**src/rtl/apb_cmd_master.sv**
```systemverilog
// Command-stream to APB master: one transfer in flight, handshake-to-rsp_valid is 3 cycles with a zero-wait slave.
// cmd_ready only in IDLE; the response holds until rsp_ready; a stalled pready aborts after TIMEOUT ACCESS cycles.
module apb_cmd_master #(
  parameter int w       = 8,
  parameter int d       = 8,
  parameter int TIMEOUT = 16
) (
  input  logic         clk,
  input  logic         preset,
  input  logic         cmd_valid,
  output logic         cmd_ready,
  input  logic         cmd_write,
  input  logic [d-1:0] cmd_addr,
  input  logic [w-1:0] cmd_wdata,
  output logic         rsp_valid,
  input  logic         rsp_ready,
  output logic [w-1:0] rsp_rdata,
  output logic         rsp_err,
  output logic         rsp_timeout,
  output logic         psel,
  output logic         penable,
  output logic         pwrite,
  output logic [d-1:0] paddr,
  output logic [w-1:0] pw_data,
  input  logic [w-1:0] pr_data,
  input  logic         pready,
  input  logic         pslverr
);

  typedef enum logic [1:0] {IDLE = 2'd0, SETUP = 2'd1, ACCESS = 2'd2, RESP = 2'd3} state_t;

  localparam logic [7:0] CNT_LAST = 8'(TIMEOUT - 1);

  state_t         state, state_nxt;
  logic [7:0]     cnt, cnt_nxt;
  logic           psel_nxt, penable_nxt, pwrite_nxt, rsp_valid_nxt;
  logic           rsp_err_nxt, rsp_timeout_nxt;
  logic [d-1:0]   paddr_nxt;
  logic [w-1:0]   pw_data_nxt, rsp_rdata_nxt;

  assign cmd_ready = (state == IDLE) && preset;

  always_comb begin
    state_nxt       = state;
    cnt_nxt         = cnt;
    pwrite_nxt      = pwrite;
    paddr_nxt       = paddr;
    pw_data_nxt     = pw_data;
    rsp_rdata_nxt   = rsp_rdata;
    rsp_err_nxt     = rsp_err;
    rsp_timeout_nxt = rsp_timeout;
    case (state)
      IDLE: begin
        if (cmd_valid && cmd_ready) begin
          pwrite_nxt  = cmd_write;
          paddr_nxt   = cmd_addr;
          pw_data_nxt = cmd_wdata;
          cnt_nxt     = 8'd0;
          state_nxt   = SETUP;
        end
      end
      SETUP: state_nxt = ACCESS;
      ACCESS: begin
        // pready wins over the timeout on the last allowed cycle
        if (pready) begin
          rsp_rdata_nxt   = pwrite ? '0 : pr_data;
          rsp_err_nxt     = pslverr;
          rsp_timeout_nxt = 1'b0;
          state_nxt       = RESP;
        end else if (cnt == CNT_LAST) begin
          rsp_rdata_nxt   = '0;
          rsp_err_nxt     = 1'b1;
          rsp_timeout_nxt = 1'b1;
          state_nxt       = RESP;
        end else begin
          cnt_nxt = cnt + 8'd1;
        end
      end
      RESP: begin
        if (rsp_ready) state_nxt = IDLE;
      end
      default: state_nxt = IDLE;
    endcase
    psel_nxt      = (state_nxt == SETUP) || (state_nxt == ACCESS);
    penable_nxt   = (state_nxt == ACCESS);
    rsp_valid_nxt = (state_nxt == RESP);
  end

  always_ff @(posedge clk or negedge preset) begin
    if (!preset) begin
      state       <= IDLE;
      cnt         <= 8'd0;
      psel        <= 1'b0;
      penable     <= 1'b0;
      pwrite      <= 1'b0;
      paddr       <= '0;
      pw_data     <= '0;
      rsp_valid   <= 1'b0;
      rsp_rdata   <= '0;
      rsp_err     <= 1'b0;
      rsp_timeout <= 1'b0;
    end else begin
      state       <= state_nxt;
      cnt         <= cnt_nxt;
      psel        <= psel_nxt;
      penable     <= penable_nxt;
      pwrite      <= pwrite_nxt;
      paddr       <= paddr_nxt;
      pw_data     <= pw_data_nxt;
      rsp_valid   <= rsp_valid_nxt;
      rsp_rdata   <= rsp_rdata_nxt;
      rsp_err     <= rsp_err_nxt;
      rsp_timeout <= rsp_timeout_nxt;
    end
  end

endmodule

```
**config.mk**
```make
export PLATFORM = sky130hd
export DESIGN_NAME = apb_cmd_master
export DESIGN_NICKNAME = d
export VERILOG_FILES = /design/src/rtl/apb_cmd_master.sv
export SDC_FILE = /design/constraint.sdc
export NUM_CORES = 1
export LEC_CHECK = 0
export CAP_MARGIN = 25
export CORE_ASPECT_RATIO = 0.5
export CORE_UTILIZATION = 49
export CTS_BUF_LIST = sky130_fd_sc_hd__clkbuf_2 sky130_fd_sc_hd__clkbuf_4 sky130_fd_sc_hd__clkbuf_8
export DETAILED_ROUTE_END_ITERATION = 16
export PLACE_DENSITY = 0.89
export SETUP_SLACK_MARGIN = 0.1
export SYNTH_ARGS = -nofsm -noshare
export SYNTH_HDL_FRONTEND = slang
export SYNTH_SLANG_ARGS = --single-unit
```
**constraint.sdc**
```tcl
create_clock -name clk -period 5 [get_ports clk]
set_input_delay 0.75 -clock clk [delete_from_list [all_inputs] [get_ports clk]]
set_output_delay 0.75 -clock clk [all_outputs]
set_load 0.1 [all_outputs]
```
**After elaboration in Yosys (flattened, before gate mapping)**

Index checks and enable logic that the tools add are counted.

- Input bits: 31
- Bits in registers: 40

- Reduce and logical (&&, ||, !) cells: 9
- Muxes and demuxes: 15
- Equal/unequal tests: 10
- Add/subtract/negate cells: 1

Operators by type and width:

| cell | number |
|---|---|
| $mux 8 | 6 |
| $pmux 8 s2 | 1 |
| $add 8x1->8 const B | 1 |
| $eq 2x2->1 const B | 4 |
| $eq 8x4->1 const B | 1 |
| $mux 2 | 4 |
| $pmux 2 s4 | 1 |
| $eq 2x1->1 const B | 2 |
| $ne 2x2->1 const B | 2 |
| $reduce_and 2->1 | 2 |
| $reduce_and 4->1 | 1 |
| $reduce_bool 2->1 | 2 |
| $mux 1 | 3 |
| $logic_and 1x1->1 | 2 |
| $logic_not 2->1 | 1 |
| $ne 2x1->1 const B | 1 |
| $logic_or 1x1->1 | 1 |

**Depth between registers and ports, before layout**

Gate-level depths: netlist of run 1.

- Depth in word-level cells: 7
- Mapped depth: 9

**Worst setup path before layout of run 1**

Ideal clock, no wire load.

- Kind: input to output
- Start: in preset
- End: out cmd_ready
- Data arrival time: 1500 ps
- Path slack: 2750 ps
- Stages on the path: 1
- Cells stage by stage: and2_1

- Longest elaborated chain between the ends: 1

Ends and longest elaborated chain:

| item | RTL line | RTL |
|---|---|---|
| from (decl) | 9 | `input logic preset,` |
| $logic_and 1x1->1 | 41 | `assign cmd_ready = (state == IDLE) && preset;` |
| to (decl) | 11 | `output logic cmd_ready,` |

Every way passes these cells.

**Worst setup path after layout of run 1**

Ends and elaborated chain as after synthesis.

==> results.yml, run 1 <==
outcome:
  outcome: "completed"
clocking:
  clk_pin_slew_ns: 0.08
  cts_buffers: 5
  clkLatencyLatePin_ns: 0.29
  cts_sinks: 40
  clockBufferDepth: 2
  tritoncts: "built"
  cts_hold_buf: 0
  cts_setup_buffers: 0
  cts-root-buf: "clkbuf_8"
  cts_resized: 0
  htree_levels: 2
route:
  vias: 1271
  wl_per_cell_um: 15.4
  drt_pass1_iterations: 4
  postRouteAntennaNets: 0
  routed_wl_um: 3680
  viasPerCell: 5.32
  drtIter0Drc: 73
  drc_errors: 0
sta:
  fmax_mhz: 296
  drv_slew: 0
  fin_crit_ns: 3.38
  rsz0062_at_grt: "no"
  skew_ns: 0.00689
  hold_viol: 0
  tns_ns: 0
  finalSetupViolations: 0
  min_period_over_period_pct: 67.6
  slew_headroom_pct: 34.0
  tightestPinTransition_ns: 0.987
synth:
  synth_seq_cells: 40
  avgSynthCellArea_sq_um: 12.7
  post-synth-top-area-cell: "dfrtp_1"
  synth_warnings: 0
  synth_area_leaders: "dfrtp_1 (58%), mux2_2 (11%), a22o_1 (3.6%), o21ai_0 (2.9%), a21oi_1 (2.6%)"
  synth_nets: 169
  yosysUniqueCellTypes: 32
  synthCells: 135
  synth-seq-area-share_pct: 58.4
  syn_area_sq_um: 1710
  netlist.area_leader.share_pct: 58.4
floorplan:
  io_pins: 62
  die_area_sq_um: 3750
  die_width_um: 85.6
  core.rowCount: 14
  initial_core_util_pct: 54.3
  core_area_sq_um: 3150
  die_h_um: 43.8
global_route:
  busiest_layer: "met2"
  grt-ovfl-total: 0
  use_met2_pct: 38.9
  use_met1_pct: 27.0
  grt_pass1_vias: 1349
  grt_max_degree: 44
  track_usage_pct: 22.3
  use_met3_pct: 5.90
  grt_pass1_wl_um: 6220
  antenna_found_initial: 0
critical_path:
  path_cells: "buf_2, buf_4, and2_1, clkdlybuf4s50_1"
  r2r_cells: 7
  startpoint_type: "primary input"
  crit_slowest_cell: "clkdlybuf4s50_1"
  r2r_slack_ns: 2.89
  regToRegEndpoint: "psel$_DFF_PN0_"
  crit_path_max_incr_delay_ns: 1.14
  required_ns: 4.25
  r2r_start: "cnt[0]$_DFFE_PN0P_"
  critPathMaxFanout: 43
  endpoint_kind: "output port"
  crit_family: "buffers and inverters"
  criticalPathCategory: "in2out"
  arrival_ns: 2.63
  path_buf_inv: 3
finish:
  antenna_cells: 0
  drive_gt1_share_pct: 16.1
  fillers: 203
  fin_area_sq_um: 2440
  final_cell_mix: "clkdlybuf4s50_1 (60), dfrtp_1 (40), mux2_2 (17)"
  utilization_pct: 77.4
  syn2layout_area_growth_pct: 42.4
  final_common_cell: "clkdlybuf4s50_1"
  layout.nets: 232
min_path:
  min-delay-start: "rsp_rdata[0]$_DFFE_PN0P_"
  hold_end: "rsp_rdata[0]$_DFFE_PN0P_"
  hold_path_class: "reg2reg"
  min_path_cells: 1
place:
  place_congestion: 0.744
  placed_area_sq_um: 2330
  dp_hpwl_um: 2520
  portBuffers: 61
run:
  max_cap_violations: 0
[logic make-up after synthesis]
logic type | Yosys count | synth area share, %
buf+inv | 11 | 3.87
fa+ha+maj | 3 | 2.19
compound gates | 34 | 13.1
flops | 40 | 58.4
mux | 17 | 11.2
simple gates | 30 | 11.2
[synthesized netlist by cell type (all sizes together)]
cell type	number
and2	3
nand3	2
nor2b	1
o21ai	11
o21a	1
nor3b	2
buf	5
ha	3
a22o	7
nand4	2
clkbuf	1
a21oi	9
and4b	1
and4	1
and3	3
a31oi	1
dfrtp	40
nor4	1
inv	5
o211ai	1
nand2b	2
a211oi	1
a21o	2
nor2	6
o211a	1
nand2	4
mux2	17
nand3b	2
[worst max path at each step]
stage          startpoint        end  slack (ns)  cells after the start
2_1_floorplan      preset  cmd_ready        2.75                      1
3_3_place_gp       preset  cmd_ready        1.61                      4
3_5_place_dp       preset  cmd_ready        1.60                      4
4_1_cts            preset  cmd_ready        1.57                      4
5_1_grt            preset  cmd_ready        1.48                      4
6_report           preset  cmd_ready        1.62                      4
[area by class of cell]
cell class,instances,area [sq um],area share [%]
Sequential cell,40,1000,41.0
Multi-Input combinational cell,84,646,26.5
Timing Repair Buffer,62,613,25.1
Clock buffer,6,76.3,3.13
Tap cell,40,50.0,2.05
Clock inverter,2,35.0,1.44
Inverter,5,18.8,0.769
[layer usage]
| layer | wire, um | vias up |
|---|---|---|
| met2 | 1920 | 39 |
| li1 | - | 609 |
| met4 | 29 | 0 |
| met3 | 167 | 4 |
| met5 | 0 | - |
| met1 | 1560 | 619 |
[registers in the layout (all words and copies together) (netlist names)]
| register | count |
|---|---|
| rsp_err | 1 |
| penable | 1 |
| rsp_valid | 1 |
| pwrite | 1 |
| cnt | 8 |
| paddr | 8 |
| rsp_rdata | 8 |
| psel | 1 |
| pw_data | 8 |
| rsp_timeout | 1 |
| state | 2 |
[per-stage QoR]
step	cells	worst slack [ns]	hold slack [ns]
6_report	239	1.62	0.493
5_1_grt	239	1.48	0.531
4_1_cts	239	1.57	0.497
3_5_place_dp	231	1.60	0.475
3_3_place_gp	231	1.61	0.473
2_1_floorplan	135	2.75	0.454
Power of run 1 is left out: the tool's default activity adds up to more than one toggle a clock period on the data nets, which glitch-free logic cannot reach.
==> run 2: changes to the inputs <==
--- a/config.mk
+++ b/config.mk
@@ -7,10 +7,10 @@
 export LEC_CHECK = 0
 export CAP_MARGIN = 25
 export CORE_ASPECT_RATIO = 0.5
-export CORE_UTILIZATION = 49
+export CORE_UTILIZATION = 41
 export CTS_BUF_LIST = sky130_fd_sc_hd__clkbuf_2 sky130_fd_sc_hd__clkbuf_4 sky130_fd_sc_hd__clkbuf_8
 export DETAILED_ROUTE_END_ITERATION = 16
-export PLACE_DENSITY = 0.89
+export PLACE_DENSITY = 0.79
 export SETUP_SLACK_MARGIN = 0.1
 export SYNTH_ARGS = -nofsm -noshare
 export SYNTH_HDL_FRONTEND = slang
==> constraint.sdc (replaced) <==
create_clock -name clk -period 3.1 [get_ports clk]
set_input_delay 0.465 -clock clk [delete_from_list [all_inputs] [get_ports clk]]
set_output_delay 0.465 -clock clk [all_outputs]
set_load 0.1 [all_outputs]
==> results.yml, run 2 (same netlist as run 1, synthesis figures left out) <==
outcome:
  outcome: "completed"
floorplan:
  initial_core_util_pct: 43.4
  die_h_um: 47.7
  core.rowCount: 16
  die_area_sq_um: 4460
  io_pins: 62
  core_area_sq_um: 3940
  die_width_um: 93.4
global_route:
  busiest_layer: "met2"
  use_met2_pct: 29.4
  grt-ovfl-total: 0
  use_met3_pct: 4.29
  antenna_found_initial: 0
  use_met1_pct: 20.8
  track_usage_pct: 16.5
  grt_pass1_vias: 1228
  grt_max_degree: 25
  grt_pass1_wl_um: 5520
finish:
  syn2layout_area_growth_pct: 38.1
  drive_gt1_share_pct: 31.7
  antenna_cells: 0
  layout.nets: 232
  final_cell_mix: "dfrtp_1 (40), buf_4 (32), clkdlybuf4s50_1 (29)"
  final_common_cell: "dfrtp_1"
  fin_area_sq_um: 2370
  regArea_sq_um: 1000
  fillers: 322
  multiInputGateArea_sq_um: 646
  instances_no_fill: 253
sta:
  tightestPinTransition_ns: 0.748
  fmax_mhz: 485
  fin_crit_ns: 2.06
  drv_slew: 0
  slew_headroom_pct: 50.1
  min_period_over_period_pct: 66.5
  rsz0062_at_grt: "no"
  skew_ns: 0.00144
  finalSetupViolations: 0
  hold_viol: 0
  tns_ns: 0
place:
  dp_cells: 245
  portBuffers: 61
  dp_hpwl_um: 2670
  placed_area_sq_um: 2270
  place_congestion: 0.702
route:
  drc_errors: 0
  postRouteAntennaNets: 0
  wl_per_cell_um: 13.8
  routed_wl_um: 3490
  vias: 1267
  drtIter0Drc: 74
  viasPerCell: 5.01
  drt_pass1_iterations: 4
critical_path:
  endpoint_kind: "flip-flop"
  startpoint_type: "flip-flop"
  critPathMaxFanout: 11
  required_ns: 3.32
  arrival_ns: 2.28
  criticalPathCategory: "reg2reg"
clocking:
  tritoncts: "built"
  htree_levels: 2
  cts_setup_buffers: 0
  cts_hold_buf: 0
  clkLatencyLatePin_ns: 0.28
  clockBufferDepth: 2
  cts-root-buf: "clkbuf_8"
  cts_resized: 0
  clk_pin_slew_ns: 0.07
  cts_buffers: 5
  cts_sinks: 40
run:
  max_cap_violations: 0
min_path:
  hold_path_class: "in2async"
==> run 2: changes by cell type in the layout (fill, tap and decap cells not counted) <==
cell,change
buf_4,+31
bufinv_16,-1
clkbuf_4,+1
clkbuf_8,+1
clkdlybuf4s50_1,-31
clkinv_2,-1
==> run 2: worst max-delay path, cell delays in order, from the launching register on <==
cell	delay, ns
dfrtp_1	0.42
ha_1	0.24
and3_1	0.25
and2_2	0.22
o21ai_2	0.37
o211a_1	0.22
ha_1	0.22
inv_1	0.05
==> run 2: per-stage QoR <==
stage / setup slack [ns] / hold WS, ns / util [%]
floorplan: 1.06 / 0.169 / -
global placement: 0.944 / 0.445 / 57.5
detailed placement: 0.875 / 0.465 / 57.5
CTS: 1.04 / 0.158 / 60.0
global route: 0.888 / 0.177 / 60.0
finish: 1.04 / 0.145 / 60.0
==> run 2: layout make-up <==
cell class                 instances  area share (%)
timing repair buffer              62            22.6
tap                               54            2.86
inverter                           5           0.793
sequential                        40            42.3
multi-input combinational         84            27.3
clock buffer                       8            4.12
==> run 2: worst paths after layout <==
check / start / endpoint / cells after the start / slack, ns
max reg2reg: cnt[0]$_DFFE_PN0P_ / psel$_DFF_PN0_ / 7 / 1.04
max: cnt[0]$_DFFE_PN0P_ / psel$_DFF_PN0_ / 7 / 1.04
max in group asynchronous: preset / cnt[6]$_DFFE_PN0P_ / 2 / 2.30
min: preset / rsp_rdata[1]$_DFFE_PN0P_ / 1 / 0.15
min reg2reg: rsp_rdata[0]$_DFFE_PN0P_ / rsp_rdata[0]$_DFFE_PN0P_ / 1 / 0.50
min in group clk: rsp_rdata[0]$_DFFE_PN0P_ / rsp_rdata[0]$_DFFE_PN0P_ / 1 / 0.50
==> run 2: per-layer routing <==
metal,up-vias,wire [um]
met5,-,0
met4,0,15
met3,2,134
met2,27,1850
met1,632,1490
li1,606,-
Power of run 2 is left out for the same reason.
==> run 3: changes to the inputs <==
==> constraint.sdc (replaced) <==
create_clock -name clk -period 1.8 [get_ports clk]
set_input_delay 0.27 -clock clk [delete_from_list [all_inputs] [get_ports clk]]
set_output_delay 0.27 -clock clk [all_outputs]
set_load 0.1 [all_outputs]
==> results.yml, run 3 (same netlist as run 1, synthesis figures left out) <==
critical_path:
  critPathMaxFanout: 6
  required_ns: 2.02
  path_buf_inv: 1
  crit_slowest_cell: "dfrtp_1"
  crit_family: "adder cells"
  criticalPathCategory: "reg2reg"
  endpoint_kind: "flip-flop"
  startpoint_type: "flip-flop"
  path_cells: "ha_2, and3_4, and2_4, o21ai_4, o211a_1, ha_1, inv_1"
  arrival_ns: 1.89
  crit_path_max_incr_delay_ns: 0.42
route:
  vias: 1313
  drt_pass1_iterations: 4
  postRouteAntennaNets: 0
  drtIter0Drc: 54
  viasPerCell: 5.05
  routed_wl_um: 3710
  drc_errors: 0
  wl_per_cell_um: 14.3
min_path:
  hold_path_class: "reg2reg"
floorplan:
  die_width_um: 93.4
  core.rowCount: 16
  die_h_um: 47.7
  die_area_sq_um: 4460
  initial_core_util_pct: 43.4
  core_area_sq_um: 3940
  io_pins: 62
clocking:
  clkLatencyLatePin_ns: 0.28
  cts_buffers: 5
  cts-root-buf: "clkbuf_8"
  cts_sinks: 40
  htree_levels: 2
  tritoncts: "built"
  clk_pin_slew_ns: 0.07
  clockBufferDepth: 2
finish:
  antenna_cells: 0
  fillers: 310
  multiInputGateArea_sq_um: 666
  layout.nets: 240
  syn2layout_area_growth_pct: 44.2
  instances_no_fill: 260
  final_common_cell: "dfrtp_1"
  drive_gt1_share_pct: 35.4
  final_cell_mix: "dfrtp_1 (40), buf_4 (36), clkdlybuf4s50_1 (29)"
  regArea_sq_um: 1000
global_route:
  grt_max_degree: 24
  track_usage_pct: 17.6
  antenna_found_initial: 0
  grt-ovfl-total: 0
  grt_pass1_vias: 1249
  grt_pass1_wl_um: 5720
sta:
  drv_slew: 0
  slew_headroom_pct: 69.1
  fin_crit_ns: 1.66
  hold_viol: 0
  min_period_over_period_pct: 92.5
  skew_ns: 0.00405
  tightestPinTransition_ns: 0.463
  finalSetupViolations: 0
  tns_ns: 0
  rsz0062_at_grt: "yes"
  fmax_mhz: 601
place:
  dp_hpwl_um: 2870
  place_congestion: 0.747
  dp_cells: 252
  portBuffers: 61
run:
  max_cap_violations: 0
outcome:
  outcome: "completed"
==> run 3: layer usage <==
metal | GRT usage, % | wire length, um | share of wire [%]
met1 | 20.8 | 1540 | 42
met2 | 32.5 | 1980 | 53
met3 | 5.24 | 160 | 4.3
met4 | 5.54 | 26 | 0.70
met5 | 0 | 0 | 0
==> run 3: worst paths after layout <==
path                                     startpoint                        to  slack, ns  cells after the start
setup reg to reg                 cnt[1]$_DFFE_PN0P_            psel$_DFF_PN0_       0.14                      7
hold / removal             rsp_rdata[3]$_DFFE_PN0P_  rsp_rdata[3]$_DFFE_PN0P_       0.51                      1
hold reg to reg            rsp_rdata[3]$_DFFE_PN0P_  rsp_rdata[3]$_DFFE_PN0P_       0.51                      1
max in group asynchronous                    preset      paddr[2]$_DFFE_PN0P_       0.99                      3
setup / recovery                 cnt[1]$_DFFE_PN0P_            psel$_DFF_PN0_       0.14                      7
min in group asynchronous                    preset    pw_data[1]$_DFFE_PN0P_       0.56                      3
==> run 3: cell type report <==
type / instances / area share (%)
Inverter: 5 / 0.760
Sequential cell: 40 / 40.5
Multi-Input combinational cell: 84 / 27.0
Tap cell: 54 / 2.74
Clock inverter: 1 / 0.203
Clock buffer: 6 / 3.09
Timing Repair Buffer: 70 / 25.7
==> run 3: timing repair <==
action	CTS	global route
resized for setup	0	1
buffers inserted	0	0
hold endpoints to repair	17	0
hold buffers	1	0
setup endpoints to repair	0	8
==> run 3: worst reg2reg max path, stage by stage, from the launching register on <==
cell     delay [ns]
dfrtp_1        0.42
ha_2           0.22
and3_4         0.21
and2_4         0.16
o21ai_4        0.17
o211a_1        0.17
ha_1           0.22
inv_1          0.05
==> run 3: stage by stage <==
stage	area [sq um]	util [%]	hold WS [ns]	setup WS, ns
4_1_cts	2460	62.4	0.514	0.119
3_3_place_gp	2370	60.1	0.289	0.149
2_1_floorplan	1730	-	-0.0256	0.0541
6_report	2470	62.6	0.512	0.135
5_1_grt	2470	62.6	0.529	0.0533
3_5_place_dp	2370	60.1	0.304	0.0615
Power of run 3 is left out for the same reason.
